<file path="src/rtl/ct_lsu_dcache_tag_arb_ctrl.sv">
// ct_lsu_dcache_tag_arb_ctrl
// Arbiter/sequencer in front of the single-port 2-way dcache load-side tag
// array. Shares the array between refill writes, snoop reads and load reads,
// and runs a full-index zeroing sweep after reset and on invalidate-all.
//
// Ports:
//   forever_cpuclk, cpurst_b        clock, synchronous active-low reset
//   inv_all_req / inv_all_done      invalidate-all request / completion pulse
//   ctrl_busy                       sweep in progress
//   ld_*, snq_*                     tag read requests and grants
//   rb_wr_*                         refill tag write request and grant
//   tag_gateclk_en .. tag_din       array controls (sel/gwen/wen active-low)
//   tag_dout                        array Q
//   rd_vld, rd_src, rd_tag_dout     read return, one cycle after a read grant
module ct_lsu_dcache_tag_arb_ctrl #(
    parameter int unsigned IDX_W = 9,
    parameter int unsigned WAY_W = 27
) (
    input  logic                 forever_cpuclk,
    input  logic                 cpurst_b,
    input  logic                 inv_all_req,
    output logic                 inv_all_done,
    output logic                 ctrl_busy,
    input  logic                 ld_req,
    input  logic [IDX_W-1:0]     ld_idx,
    output logic                 ld_grnt,
    input  logic                 snq_req,
    input  logic [IDX_W-1:0]     snq_idx,
    output logic                 snq_grnt,
    input  logic                 rb_wr_req,
    input  logic [IDX_W-1:0]     rb_wr_idx,
    input  logic                 rb_wr_way,
    input  logic [WAY_W-1:0]     rb_wr_tag,
    output logic                 rb_wr_grnt,
    output logic                 tag_gateclk_en,
    output logic                 tag_sel_b,
    output logic                 tag_gwen_b,
    output logic [1:0]           tag_wen_b,
    output logic [IDX_W-1:0]     tag_idx,
    output logic [2*WAY_W-1:0]   tag_din,
    input  logic [2*WAY_W-1:0]   tag_dout,
    output logic                 rd_vld,
    output logic [1:0]           rd_src,
    output logic [2*WAY_W-1:0]   rd_tag_dout
);

    localparam int unsigned DIN_W     = 2 * WAY_W;
    localparam int unsigned STARV_W   = 2;
    localparam logic [IDX_W-1:0]   IDX_LAST  = '1;
    localparam logic [STARV_W-1:0] STARV_MAX = '1;

    typedef enum logic [1:0] {
        SWEEP_RST = 2'd0,
        RUN       = 2'd1,
        SWEEP_INV = 2'd2
    } state_e;

    state_e              state_q, state_d;
    logic [IDX_W-1:0]    cnt_q, cnt_d;
    logic [STARV_W-1:0]  starv_q, starv_d;
    logic                rd_vld_q, rd_vld_d;
    logic [1:0]          rd_src_q, rd_src_d;
    logic                done_q, done_d;

    logic                ld_g, snq_g, wr_g;
    logic                sel_b, gwen_b;
    logic [1:0]          wen_b;
    logic [IDX_W-1:0]    idx;
    logic [DIN_W-1:0]    din;

    // State and return-path registers
    always_ff @(posedge forever_cpuclk) begin
        if (!cpurst_b) begin
            state_q  <= SWEEP_RST;
            cnt_q    <= '0;
            starv_q  <= '0;
            rd_vld_q <= 1'b0;
            rd_src_q <= 2'b00;
            done_q   <= 1'b0;
        end else begin
            state_q  <= state_d;
            cnt_q    <= cnt_d;
            starv_q  <= starv_d;
            rd_vld_q <= rd_vld_d;
            rd_src_q <= rd_src_d;
            done_q   <= done_d;
        end
    end

    // Next state, arbitration and array controls
    always_comb begin
        state_d  = state_q;
        cnt_d    = cnt_q;
        starv_d  = starv_q;
        done_d   = 1'b0;
        ld_g     = 1'b0;
        snq_g    = 1'b0;
        wr_g     = 1'b0;
        sel_b    = 1'b1;
        gwen_b   = 1'b1;
        wen_b    = 2'b11;
        idx      = '0;
        din      = '0;

        // While reset is asserted the array stays deselected
        if (cpurst_b) begin
            unique case (state_q)
                SWEEP_RST, SWEEP_INV: begin
                    sel_b  = 1'b0;
                    gwen_b = 1'b0;
                    wen_b  = 2'b00;
                    idx    = cnt_q;
                    cnt_d  = IDX_W'(cnt_q + 1'b1);
                    if (cnt_q == IDX_LAST) begin
                        state_d = RUN;
                        done_d  = (state_q == SWEEP_INV);
                    end
                end
                RUN: begin
                    if (inv_all_req) begin
                        // Sweep starts next cycle; no access this cycle
                        state_d = SWEEP_INV;
                    end else if (ld_req && (starv_q == STARV_MAX)) begin
                        ld_g = 1'b1;
                    end else if (rb_wr_req) begin
                        wr_g = 1'b1;
                    end else if (snq_req) begin
                        snq_g = 1'b1;
                    end else if (ld_req) begin
                        ld_g = 1'b1;
                    end

                    if (wr_g) begin
                        sel_b  = 1'b0;
                        gwen_b = 1'b0;
                        wen_b  = rb_wr_way ? 2'b01 : 2'b10;
                        idx    = rb_wr_idx;
                        din    = {rb_wr_tag, rb_wr_tag};
                    end else if (snq_g) begin
                        sel_b = 1'b0;
                        idx   = snq_idx;
                    end else if (ld_g) begin
                        sel_b = 1'b0;
                        idx   = ld_idx;
                    end

                    // Load starvation: saturating count of denied load cycles
                    if (ld_req && !ld_g) begin
                        if (starv_q != STARV_MAX) begin
                            starv_d = STARV_W'(starv_q + 1'b1);
                        end
                    end else begin
                        starv_d = '0;
                    end
                end
                default: begin
                    state_d = SWEEP_RST;
                    cnt_d   = '0;
                end
            endcase
        end

        rd_vld_d = ld_g | snq_g;
        rd_src_d = {snq_g, ld_g};
    end

    assign ld_grnt        = ld_g;
    assign snq_grnt       = snq_g;
    assign rb_wr_grnt     = wr_g;
    assign tag_sel_b      = sel_b;
    assign tag_gwen_b     = gwen_b;
    assign tag_wen_b      = wen_b;
    assign tag_idx        = idx;
    assign tag_din        = din;
    assign tag_gateclk_en = ~sel_b;

    assign ctrl_busy      = (state_q != RUN);
    assign inv_all_done   = done_q;
    assign rd_vld         = rd_vld_q;
    assign rd_src         = rd_src_q;
    assign rd_tag_dout    = tag_dout;

endmodule
</file>
<file path="config.mk">
export PLATFORM = sky130hd
export DESIGN_NAME = ct_lsu_dcache_tag_arb_ctrl
export DESIGN_NICKNAME = d
export VERILOG_FILES = /design/src/rtl/ct_lsu_dcache_tag_arb_ctrl.sv
export SDC_FILE = /design/constraint.sdc
export NUM_CORES = 1
export LEC_CHECK = 0
export ABC_AREA = 1
export BUFFER_PORTS_ARGS = -buffer_cell sky130_fd_sc_hd__buf_2
export CAP_MARGIN = 20
export CORE_AREA = 3 3 93 95
export DETAILED_ROUTE_END_ITERATION = 12
export DIE_AREA = 0 0 96 98
export GPL_TIMING_DRIVEN = 1
export PLACE_DENSITY_LB_ADDON = 0.1
export REMOVE_ABC_BUFFERS = 1
export SYNTH_ARGS = -nofsm -noshare
export SYNTH_HDL_FRONTEND = slang
export SYNTH_SLANG_ARGS = --single-unit
</file>
<file path="constraint.sdc">
create_clock -name forever_cpuclk -period 2.2 [get_ports forever_cpuclk]
set_clock_uncertainty 0.1 [all_clocks]
set_input_delay 0.11 -clock forever_cpuclk [delete_from_list [all_inputs] [get_ports forever_cpuclk]]
set_output_delay 0.11 -clock forever_cpuclk [all_outputs]
set_load 0.02 [all_outputs]
</file>
-- After elaboration in Yosys (flattened, before gate mapping)
Index checks and enable logic that the tools add are counted.
- add/sub/neg operators: 2
- equality and inequality tests: 9
- mux-type cells: 50
- bitwise logic cells: 2
- reductions and logical operators: 8
- operators by type and width (kind ; number):
    two-way mux 54 bit ; 3
    two-way mux 9 bit ; 4
    one-hot mux 9 bit (2 select lines) ; 2
    two-way mux 1 bit ; 30
    two-way mux 2 bit ; 7
    adder 9 x 1 -> 9 bit, second input constant ; 1
    == test 9 bit, second input constant ; 1
    one-hot mux 2 bit (2 select lines) ; 2
    inequality test 2 bit, second input constant ; 3
    == test 2 bit, second input constant ; 2
    inequality test 2 x 1 -> 1 bit, second input constant ; 2
    one-hot mux 1 bit (2 select lines) ; 2
    AND reduction 2 bit ; 2
    AND reduction 3 bit ; 1
    adder 2 x 1 -> 2 bit, second input constant ; 1
    == test 2 x 1 -> 1 bit, second input constant ; 1
    logical AND 1 bit ; 2
    logical NOT 2 bit ; 1
    OR reduction 2 bit ; 1
    logical NOT 1 bit ; 1
    inverter 1 bit ; 1
    bitwise OR 1 bit ; 1
- register bits: 17
- output and inout port bits: 130
- logic and storage cells: 77

-- Longest topological paths before layout
Gate-level depths: netlist of run 1.
- word-level depth: 13
- gate-level depth with buffers: 10

-- Least setup slack after synthesis of run 1
Ideal clock, no wire load.
- path kind: reg-to-output
- start: register starv_q[0]
- end: output port tag_din[48]
- data arrival time: 1.640 ns
- path slack: 0.350 ns
- stages on the path, launching flop included: 11
- path buffers: 2
- path through: dfxtp_1 ha_1 nand2_1 nand2_1 inv_2 nand2_4 nor2_8 inv_4 buf_8 nor2_2 buf_4
- longest elaborated chain between the ends: 9
- ends and longest elaborated chain (what ; line ; RTL):
    start: declaration ; 60 ; logic [STARV_W-1:0] starv_q, starv_d;
    start signal: assignment ; 83 ; starv_q <= starv_d;
    == test 2 bit ; 123 ; end else if (ld_req && (starv_q == STARV_MAX)) begin
    logical AND 1 bit ; 123 ;
    two-way mux 1 bit ; 123 ;
    two-way mux 1 bit ; 120 ; if (inv_all_req) begin
    two-way mux 1 bit ; 107 ; unique case (state_q)
    two-way mux 1 bit ; 106 ; if (cpurst_b) begin
    two-way mux 54 bit ; 133 ; if (wr_g) begin
    two-way mux 54 bit ; 107 ;
    two-way mux 54 bit ; 106 ;
    end: declaration ; 40 ; output logic [2*WAY_W-1:0] tag_din,
No other way between the ends. The select of a mux whose other input is x is not followed.

-- Worst setup path after layout of run 1
- start: register starv_q[0]
- end: output port tag_wen_b[1]
- longest elaborated chain between the ends: 9
- ends and longest elaborated chain (what ; line ; RTL):
    == test 2 bit ; 123 ;
    logical AND 1 bit ; 123 ;
    two-way mux 1 bit ; 123 ;
    two-way mux 1 bit ; 120 ;
    two-way mux 1 bit ; 107 ;
    two-way mux 1 bit ; 106 ;
    two-way mux 2 bit ; 133 ;
    one-hot mux 2 bit (2 select lines) ; 107 ;
    two-way mux 2 bit ; 106 ;
    end: declaration ; 38 ; output logic [1:0] tag_wen_b,
No other way between the ends. The select of a mux whose other input is x is not followed.

==> results.json, run 1 <==
{
  "outcome": "completed",
  "whs_path_depth": 2,
  "cp_cell_sequence": "ha_1, nand2_1, nand2_1, inv_4, nand2_4, nand2_1, inv_4, nor2_1, o21ai_1, buf_2",
  "slowest_stage": "dfxtp_1",
  "grt_pass1_vias": 2173,
  "syn_area_um2": 2190,
  "wire_per_inst_um": 20.8,
  "die_x_um": 96,
  "grt.total_usage": 0.210,
  "start_util": 0.280,
  "peakVddDrop_v": 0.000177,
  "tightestPinTransition_ps": 593,
  "cts_tree": "yes",
  "cp-end-kind": "output port",
  "nFillCells": 902,
  "drv_slew": 0,
  "ys_ff_latch": 17,
  "p_leak_nw": 1.49,
  "ys.flop_type": "dfxtp_1",
  "hpwlAfterDp_um": 9190,
  "drt-pass1-iter-count": 4,
  "final_layout_size_suffix_gt1_frac": 0.445,
  "cts_sinks": 17,
  "rsz0062_at_grt": "true",
  "antennaDiodeCount": 0,
  "dieArea_um2": 9410,
  "setup_viol": 0,
  "rows": 32,
  "worst-path-buf-inv": 3,
  "worst-path-max-fanout": 10,
  "area_growth_pct": 11.8,
  "syn_avg_cell_area_um2": 6.37,
  "postRouteAntennaNets": 0,
  "cp.arrival_ps": 1840,
  "ys_seq_area_frac": 0.156,
  "grt-ovfl-total": 0,
  "fin_crit_ps": 2050,
  "yosys_warnings": 0,
  "required_ps": 1990,
  "drc": 0,
  "synthArstFlopShare": 0,
  "worstHoldPathType": "in2reg",
  "grt_max_degree": 28,
  "yosysMostFrequentCell": "buf_4",
  "synth_top_area_frac": 0.278,
  "yosys.area.top_type": "buf_4",
  "max_freq_mhz": 488,
  "coreArea_um2": 7810,
  "r2r-start": "cnt_q[1]",
  "finalCritPeriodShare": 0.932,
  "synthCells": 343,
  "ys_types": 29,
  "final_nets": 517,
  "wl_um": 10400,
  "cts_inserted_buffers": 3,
  "crit_type": "reg2out",
  "hold_violations": 0,
  "vias": 2352,
  "clk-insertion-delay-late_ps": 260,
  "worstHoldEndpoint": "state_q[0]",
  "reg2reg_to": "cnt_q[8]",
  "cp_top_family": "simple AND/OR/NAND/NOR gates",
  "numPortBuffers": 136,
  "yosys-top-cells-count": "buf_4, nand2_1, inv_1",
  "drtIter0Drc": 107,
  "synth_area_leaders": "buf_4, dfxtp_1, nand2_1",
  "drv_cap": 0,
  "grt_pass1_wl_um": 14200,
  "clk_path_buf_depth": 2,
  "fin_cells": 500,
  "clkTransAtPathRegs_ps": 80,
  "synth-edff-count": 0,
  "worstHoldStart": "inv_all_req",
  "reg2reg_depth": 5,
  "ios": 245,
  "post_cts_buffers": 0,
  "cts-htree-levels": 1,
  "die_h_um": 98,
  "critPathMostFrequentCell": "nand2_1",
  "worst-r2r-setup-slack_ps": 560,
  "place_inst": 496,
  "antenna_found_initial": 0,
  "finalSetupTns_ps": 0,
  "cts_root_buf": "clkbuf_8",
  "max_stage_delay_ps": 320,
  "place_congestion": 0.889,
  "p_per_area_nw_per_um2": 297,
  "routed_via_density": 4.70,
  "start_kind": "flop",
  "crit_start": "starv_q[0]",
  "maxSlewHeadroom": 0.603
}
-- metal layers --
metal  part of all wire  vias up  wire length, um  GRT usage
li1                   -     1098                -          -
met1               0.27      984             2790      0.167
met2               0.44      258             4620      0.334
met3               0.27        8             2770      0.234
met4             0.0082        4               85     0.0405
met5              0.014        -              143      0.117
-- state kept, by name, indices dropped and copies added (netlist names) --
signal,flops
cnt_q,9
starv_q,2
state_q,2
inv_all_done,1
rd_src,2
rd_vld,1
-- power by group --
| group | switching (mW) | internal [mW] |
|---|---|---|
| logic | 0.0944 | 0.0678 |
| clock network | 0.121 | 0.126 |
| registers | 0.00514 | 0.312 |
-- cell families after synthesis --
family / Yosys count / synth area share
buffers and inverters: 149 / 0.406
AND/OR/NAND/NOR: 147 / 0.349
AO/OA/AOI/OAI: 27 / 0.0716
flip-flops: 17 / 0.156
adder cells (fa/ha/maj): 3 / 0.0172
-- placed cells by master, fill, tap and decap left out, drive strengths merged --
master and instances:
a22oi 1, nand4 20, nand2 60, ha 3, nor2 46, clkbuf 3
a21oi 15, inv 61, clkinv 1, o32ai 1, and3 1, dfxtp 17
a32o 2, nor4 1, nand3 17, nor3 2, o21a 1, buf 139
o21ai 5, o22ai 2
-- stage by stage --
step                cell area, um2  power [mW]   util  setup WS, ps  hold slack, ps
floorplan                     1530       0.396      -          -124             120
global placement              2360       0.484  0.302           303             120
detailed placement            2360       0.482  0.302           308             120
CTS                           2410       0.726  0.308          7.31            65.7
global route                  2440       0.762  0.313         -2.21            92.3
finish                        2440       0.726  0.313           150            63.6
-- worst max path at each step --
stage | endpoint | slack (ps) | depth (start not counted)
after floorplan | tag_din[0] | -120 | 8
after global placement | tag_din[35] | 300 | 7
after detailed placement | tag_din[8] | 310 | 7
after CTS | tag_din[8] | 7 | 7
after global routing | tag_gateclk_en | -2 | 9
final | tag_wen_b[1] | 150 | 10
-- layout make-up --
class	count	area, um2	share of cell area
Clock inverter	1	5.00	0.00205
Clock buffer	3	41.3	0.0169
Tap cell	102	128	0.0522
Sequential cell	17	342	0.140
Timing Repair Buffer	139	711	0.291
Inverter	61	239	0.0978
Multi-Input combinational cell	177	978	0.400
-- what timing repair did --
action / in CTS / in global routing
setup endpoints to repair: 0 / 55
gates resized for setup: 0 / 12
hold buffers: 0 / 0
Note: power is estimated with default switching activity, not from simulation.
==> run 2: changes to the inputs <==
--- a/config.mk
+++ b/config.mk
@@ -8,9 +8,9 @@
 export ABC_AREA = 1
 export BUFFER_PORTS_ARGS = -buffer_cell sky130_fd_sc_hd__buf_2
 export CAP_MARGIN = 20
-export CORE_AREA = 3 3 93 95
+export CORE_MARGIN = 8
+export CORE_UTILIZATION = 35
 export DETAILED_ROUTE_END_ITERATION = 12
-export DIE_AREA = 0 0 96 98
 export GPL_TIMING_DRIVEN = 1
 export PLACE_DENSITY_LB_ADDON = 0.1
 export REMOVE_ABC_BUFFERS = 1
==> run 2 against run 1 <==
Fmax is 1.2% lower. Sequential power about the same. Register-to-register slack worse by 100 ps. Setup slack lost 25 ps. Total power fell by 0.77%. Non-clock buffer count did not move. Via count shrank 1.7%. Sequential cell count is the same. Utilization grew 8.4 points. First-iteration DRC count down 3.7%. Largest cell class unchanged.
==> results.json, run 2 (synthesis results as in run 1) <==
{
  "outcome": "completed",
  "pre_cts_ws_ps": 380,
  "clk_path_buf_depth": 2,
  "crit_start": "starv_q[0]",
  "grt_pass1_vias": 2349,
  "post_cts_buffers": 0,
  "final_common_cell": "buf_2",
  "final_nets": 517,
  "grt_max_degree": 28,
  "tightestPinTransition_ps": 577,
  "grt.total_usage": 0.232,
  "p_leak_nw": 1.48,
  "ios": 245,
  "r2r-start": "cnt_q[1]",
  "start_kind": "flop",
  "postRouteAntennaNets": 0,
  "wire_per_inst_um": 23.1,
  "area_growth_pct": 8.70,
  "place_congestion": 0.899,
  "clkPwrFrac": 0.338,
  "cts_tree": "yes",
  "crit_type": "reg2out",
  "p_seq_frac": 0.440,
  "coreArea_um2": 5990,
  "wl_um": 10900,
  "final_layout_size_suffix_gt1_frac": 0.435,
  "numPortBuffers": 136,
  "rsz0062_at_grt": "true",
  "die_x_um": 95.0,
  "hold_violations": 0,
  "drc": 0,
  "drv_slew": 0,
  "largest_reg_flops": 9,
  "drt-pass1-iter-count": 5,
  "ctsHoldBuffers": 0,
  "cp.arrival_ps": 1870,
  "post_cts_resized": 0,
  "switchingPower_mw": 0.214,
  "fin_cells": 473,
  "cp-end-kind": "output port",
  "die_h_um": 95.0,
  "grt_pass1_wl_um": 15000,
  "clkTransAtPathRegs_ps": 70,
  "cts_inserted_buffers": 3,
  "dieArea_um2": 9030,
  "nFillCells": 658,
  "p_per_area_nw_per_um2": 303,
  "cts-htree-levels": 1,
  "rows": 28,
  "start_util": 0.365,
  "setup_viol": 0,
  "intPower_mw": 0.507,
  "place_inst": 469,
  "antennaDiodeCount": 0,
  "clk-insertion-delay-late_ps": 260,
  "top_register": "cnt_q",
  "worst-path-max-fanout": 10,
  "routed_via_density": 4.89,
  "hpwlAfterDp_um": 9930,
  "cts_root_buf": "clkbuf_8",
  "hold-worst-slack_ps": 68.6,
  "vias": 2312,
  "drv_cap": 0,
  "worstHoldPathType": "in2reg",
  "worst-r2r-setup-slack_ps": 460,
  "grt-ovfl-total": 0,
  "fin_crit_ps": 2080,
  "drtIter0Drc": 103,
  "finalCritPeriodShare": 0.944,
  "required_ps": 1990,
  "p_sw_frac": 0.296,
  "max_freq_mhz": 482,
  "combPwrFrac": 0.222,
  "final_cell_mix": "buf_2, nand2_1, inv_1, nor2_1, nand4_1",
  "worstHoldStart": "ld_req",
  "antenna_found_initial": 0,
  "peakVddDrop_v": 0.000163,
  "maxSlewHeadroom": 0.614,
  "worst_slack_ps": 124,
  "cts_sinks": 17
}
[run 2: per-layer routing]
layer	global-route usage	vias to the layer above	part of all wire
met1	0.172	978	0.28
met2	0.397	225	0.46
li1	-	1101	-
met3	0.251	6	0.25
met5	0.0556	-	0.0064
met4	0.0390	2	0.0052
[run 2: worst max-delay path, cell delays in order, from the launching register on]
cell and delay [ps]:
dfxtp_1 310, ha_1 220, inv_1 60, nand2_1 200, nand3_1 290, nand2_1 100, o21ai_1 220, inv_1 60
buf_2 160
[run 2: final timing paths]
kind,to,cells after the start
setup / recovery,tag_gateclk_en,8
hold / removal,starv_q[0],3
setup reg to reg,cnt_q[8],5
hold reg to reg,starv_q[1],2
[run 2: metrics by stage]
step	total power [mW]	area (um2)	util	setup TNS (ps)
4_1_cts	0.724	2370	0.396	0
3_3_place_gp	0.483	2330	0.388	0
3_5_place_dp	0.482	2330	0.388	0
2_1_floorplan	0.396	1530	-	-1740
6_report	0.720	2380	0.397	0
5_1_grt	0.757	2380	0.397	-32.3
[run 2: cell type report]
| class | instances | area [um2] | share of cell area |
|---|---|---|---|
| Timing Repair Buffer | 139 | 706 | 0.297 |
| Clock buffer | 4 | 45.0 | 0.0190 |
| Tap cell | 75 | 93.8 | 0.0395 |
| Sequential cell | 17 | 340 | 0.143 |
| Inverter | 61 | 231 | 0.0974 |
| Multi-Input combinational cell | 177 | 960 | 0.404 |
[run 2: power groups by stage]
stage | Combinational [mW] | Clock (mW) | Sequential, mW
2_1_floorplan | 0.0736 | 0 | 0.323
3_3_place_gp | 0.159 | 0 | 0.324
3_5_place_dp | 0.158 | 0 | 0.324
4_1_cts | 0.159 | 0.248 | 0.317
5_1_grt | 0.176 | 0.264 | 0.318
6_report | 0.160 | 0.244 | 0.317
==> run 3: changes to the inputs <==
--- a/config.mk
+++ b/config.mk
@@ -5,7 +5,6 @@
 export SDC_FILE = /design/constraint.sdc
 export NUM_CORES = 1
 export LEC_CHECK = 0
-export ABC_AREA = 1
 export BUFFER_PORTS_ARGS = -buffer_cell sky130_fd_sc_hd__buf_2
 export CAP_MARGIN = 20
 export CORE_MARGIN = 8
==> run 3 against run 2 <==
Via count decreased by 6.2%. Sequential cell count unchanged. Count of clock-buffer cells in the layout is 1 lower. Combinational power is 4% higher. Synthesized cell count decreased by 18%. Non-clock buffer count grew 4. Sequential power barely moved. Critical path depth down 2. Highest routed layer is now met4.
==> results.json, run 3 <==
{
  "final_layout_size_suffix_gt1_frac": 0.473,
  "ios": 245,
  "grt_pass1_vias": 2073,
  "worstHoldPathType": "in2reg",
  "required_ps": 1990,
  "clk-insertion-delay-late_ps": 260,
  "p_seq_frac": 0.432,
  "die_x_um": 94.5,
  "yosysMostFrequentCell": "buf_4",
  "intPower_mw": 0.518,
  "drt-pass1-iter-count": 6,
  "nFillCells": 631,
  "fin_crit_ps": 2120,
  "p_per_area_nw_per_um2": 312,
  "rows": 28,
  "routed_via_density": 5.38,
  "power.total_mw": 0.738,
  "largest_reg_flops": 9,
  "yosys-top-cells-count": "buf_4, and2_1, and3b_1",
  "crit_start": "starv_q[0]",
  "drtIter0Drc": 69,
  "clk_path_buf_depth": 2,
  "worstHoldStart": "cpurst_b",
  "worst-path-buf-inv": 2,
  "drc": 0,
  "ys.flop_type": "dfxtp_1",
  "wire_per_inst_um": 30.8,
  "max_freq_mhz": 471,
  "grt_max_degree": 29,
  "cts_inserted_buffers": 3,
  "clkPwrFrac": 0.343,
  "peakVddDrop_v": 0.000197,
  "use_met2": 0.514,
  "syn_area_um2": 2160,
  "switchingPower_mw": 0.220,
  "ctsHoldBuffers": 0,
  "hold-worst-slack_ps": 96.5,
  "outcome": "completed",
  "cts-htree-levels": 1,
  "cts_sinks": 17,
  "pre_cts_ws_ps": 150,
  "start_kind": "flop",
  "cp_cell_sequence": "ha_1, a21oi_2, buf_6, a211o_4, o22ai_1, buf_4",
  "finalCritPeriodShare": 0.965,
  "yosys.area.top_type": "buf_4",
  "crit_type": "reg2out",
  "maxSlewHeadroom": 0.594,
  "combPwrFrac": 0.225,
  "p_sw_frac": 0.298,
  "finalSetupTns_ps": 0,
  "synthCells": 280,
  "grt.total_usage": 0.260,
  "die_h_um": 94.5,
  "synth-edff-count": 0,
  "tightestPinTransition_ps": 603,
  "coreArea_um2": 5960,
  "hpwlAfterDp_um": 10900,
  "final_common_cell": "buf_2",
  "p_leak_nw": 1.32,
  "numPortBuffers": 136,
  "ys_ff_latch": 17,
  "area_growth_pct": 9.39,
  "worst_slack_ps": 77.9,
  "syn_avg_cell_area_um2": 7.71,
  "utilization": 0.396,
  "ys_types": 40,
  "met3_usage": 0.220,
  "place_congestion": 0.916,
  "antenna_found_initial": 0,
  "dieArea_um2": 8930,
  "synth_top_area_frac": 0.292,
  "top_register": "cnt_q",
  "grt-ovfl-total": 0,
  "start_util": 0.362,
  "postRouteAntennaNets": 0,
  "cp.arrival_ps": 1910,
  "wl_um": 12400,
  "post_cts_buffers": 0,
  "antennaDiodeCount": 0,
  "setup_viol": 0,
  "synth_area_leaders": "buf_4, dfxtp_1, and2_1",
  "cts_tree": "yes",
  "cts_root_buf": "clkbuf_8",
  "r2r-start": "cnt_q[1]",
  "gr-usage-met1": 0.181,
  "cp-end-kind": "output port",
  "synthArstFlopShare": 0,
  "final_cell_mix": "buf_2, and2_1, and3b_1, dfxtp_1, nor2_1",
  "hold_violations": 0,
  "worst-path-max-fanout": 21,
  "yosys_warnings": 0,
  "max_stage_delay_ps": 400,
  "vias": 2168,
  "top_usage_layer": "met2",
  "slowest_stage": "a211o_4",
  "grt_pass1_wl_um": 16200,
  "drv_cap": 0,
  "drv_slew": 0,
  "clkTransAtPathRegs_ps": 80,
  "cp_top_family": "compound AO/OA/AOI/OAI gates",
  "final_nets": 447,
  "ys_seq_area_frac": 0.158
}
==> run 3: cell types whose count changed after synthesis, sizes merged, moves of 12 or more <==
cell | previous run | this run
nand4 | 20 | 1
nand2 | 60 | 6
nor2 | 46 | 14
inv | 61 | 5
and2 | 0 | 28
and3b | 0 | 18
nand3 | 17 | 5
==> run 3: kinds of logic (layout without fill, tap and decap cells) <==
| family | count (synthesis) | in the layout | synth area share |
|---|---|---|---|
| adder cells (fa/ha/maj) | 3 | 3 | 0.0174 |
| flip-flops | 17 | 17 | 0.158 |
| XOR/XNOR | 3 | 3 | 0.0122 |
| AO/OA/AOI/OAI | 54 | 54 | 0.184 |
| buffers and inverters | 104 | 152 | 0.340 |
| AND/OR/NAND/NOR | 99 | 99 | 0.289 |
==> run 3: per-stage QoR <==
stage          cell area, um2  instances
4_1_cts                  2340        403
3_3_place_gp             2270        399
5_1_grt                  2360        403
2_1_floorplan            1450        181
3_5_place_dp             2270        399
6_report                 2360        403
==> run 3: area by class of cell <==
class / count / area [um2] / area share
clock buffer: 3 / 41.3 / 0.0175
clock inverter: 1 / 7.51 / 0.00318
inverter: 5 / 21.3 / 0.00901
multi-input combinational: 159 / 1110 / 0.471
sequential: 17 / 340 / 0.144
tap: 75 / 93.8 / 0.0397
timing repair buffer: 143 / 744 / 0.315
==> run 3: final timing paths <==
check | end | slack, ps | cells after the start
worst min-delay path | cnt_q[3] | 100 | 2
worst max register to register | cnt_q[8] | 530 | 6
worst min register to register | starv_q[1] | 390 | 2
worst max-delay path | tag_idx[7] | 80 | 6
==> run 3: routing by layer <==
metal / part of all wire / up-vias / wire length [um]
met5: 0 / - / 0
met4: 0.011 / 0 / 140
met3: 0.18 / 6 / 2290
met2: 0.55 / 221 / 6890
met1: 0.25 / 944 / 3100
li1: - / 997 / -
==> run 3: worst register-to-register path: cells and delay by family, from the launching register on <==
| family | cells | cell delay [ps] |
|---|---|---|
| fa+ha+maj | 2 | 490 |
| compound gates | 1 | 130 |
| flops | 1 | 400 |
| simple gates | 3 | 450 |
==> run 3: timing repair <==
action                                  4_1_cts  5_1_grt
endpoints found under the setup margin       59       62
gates resized for setup                       4        7
pin swaps                                     0        1
==> run 3: power by group through the flow <==
stage          combinational [mW]  clock, mW  sequential [mW]
6_report                    0.166      0.253            0.319
5_1_grt                     0.179      0.274            0.319
4_1_cts                     0.164      0.260            0.318
3_5_place_dp                0.163          0            0.326
3_3_place_gp                0.162          0            0.325
2_1_floorplan              0.0651          0            0.324
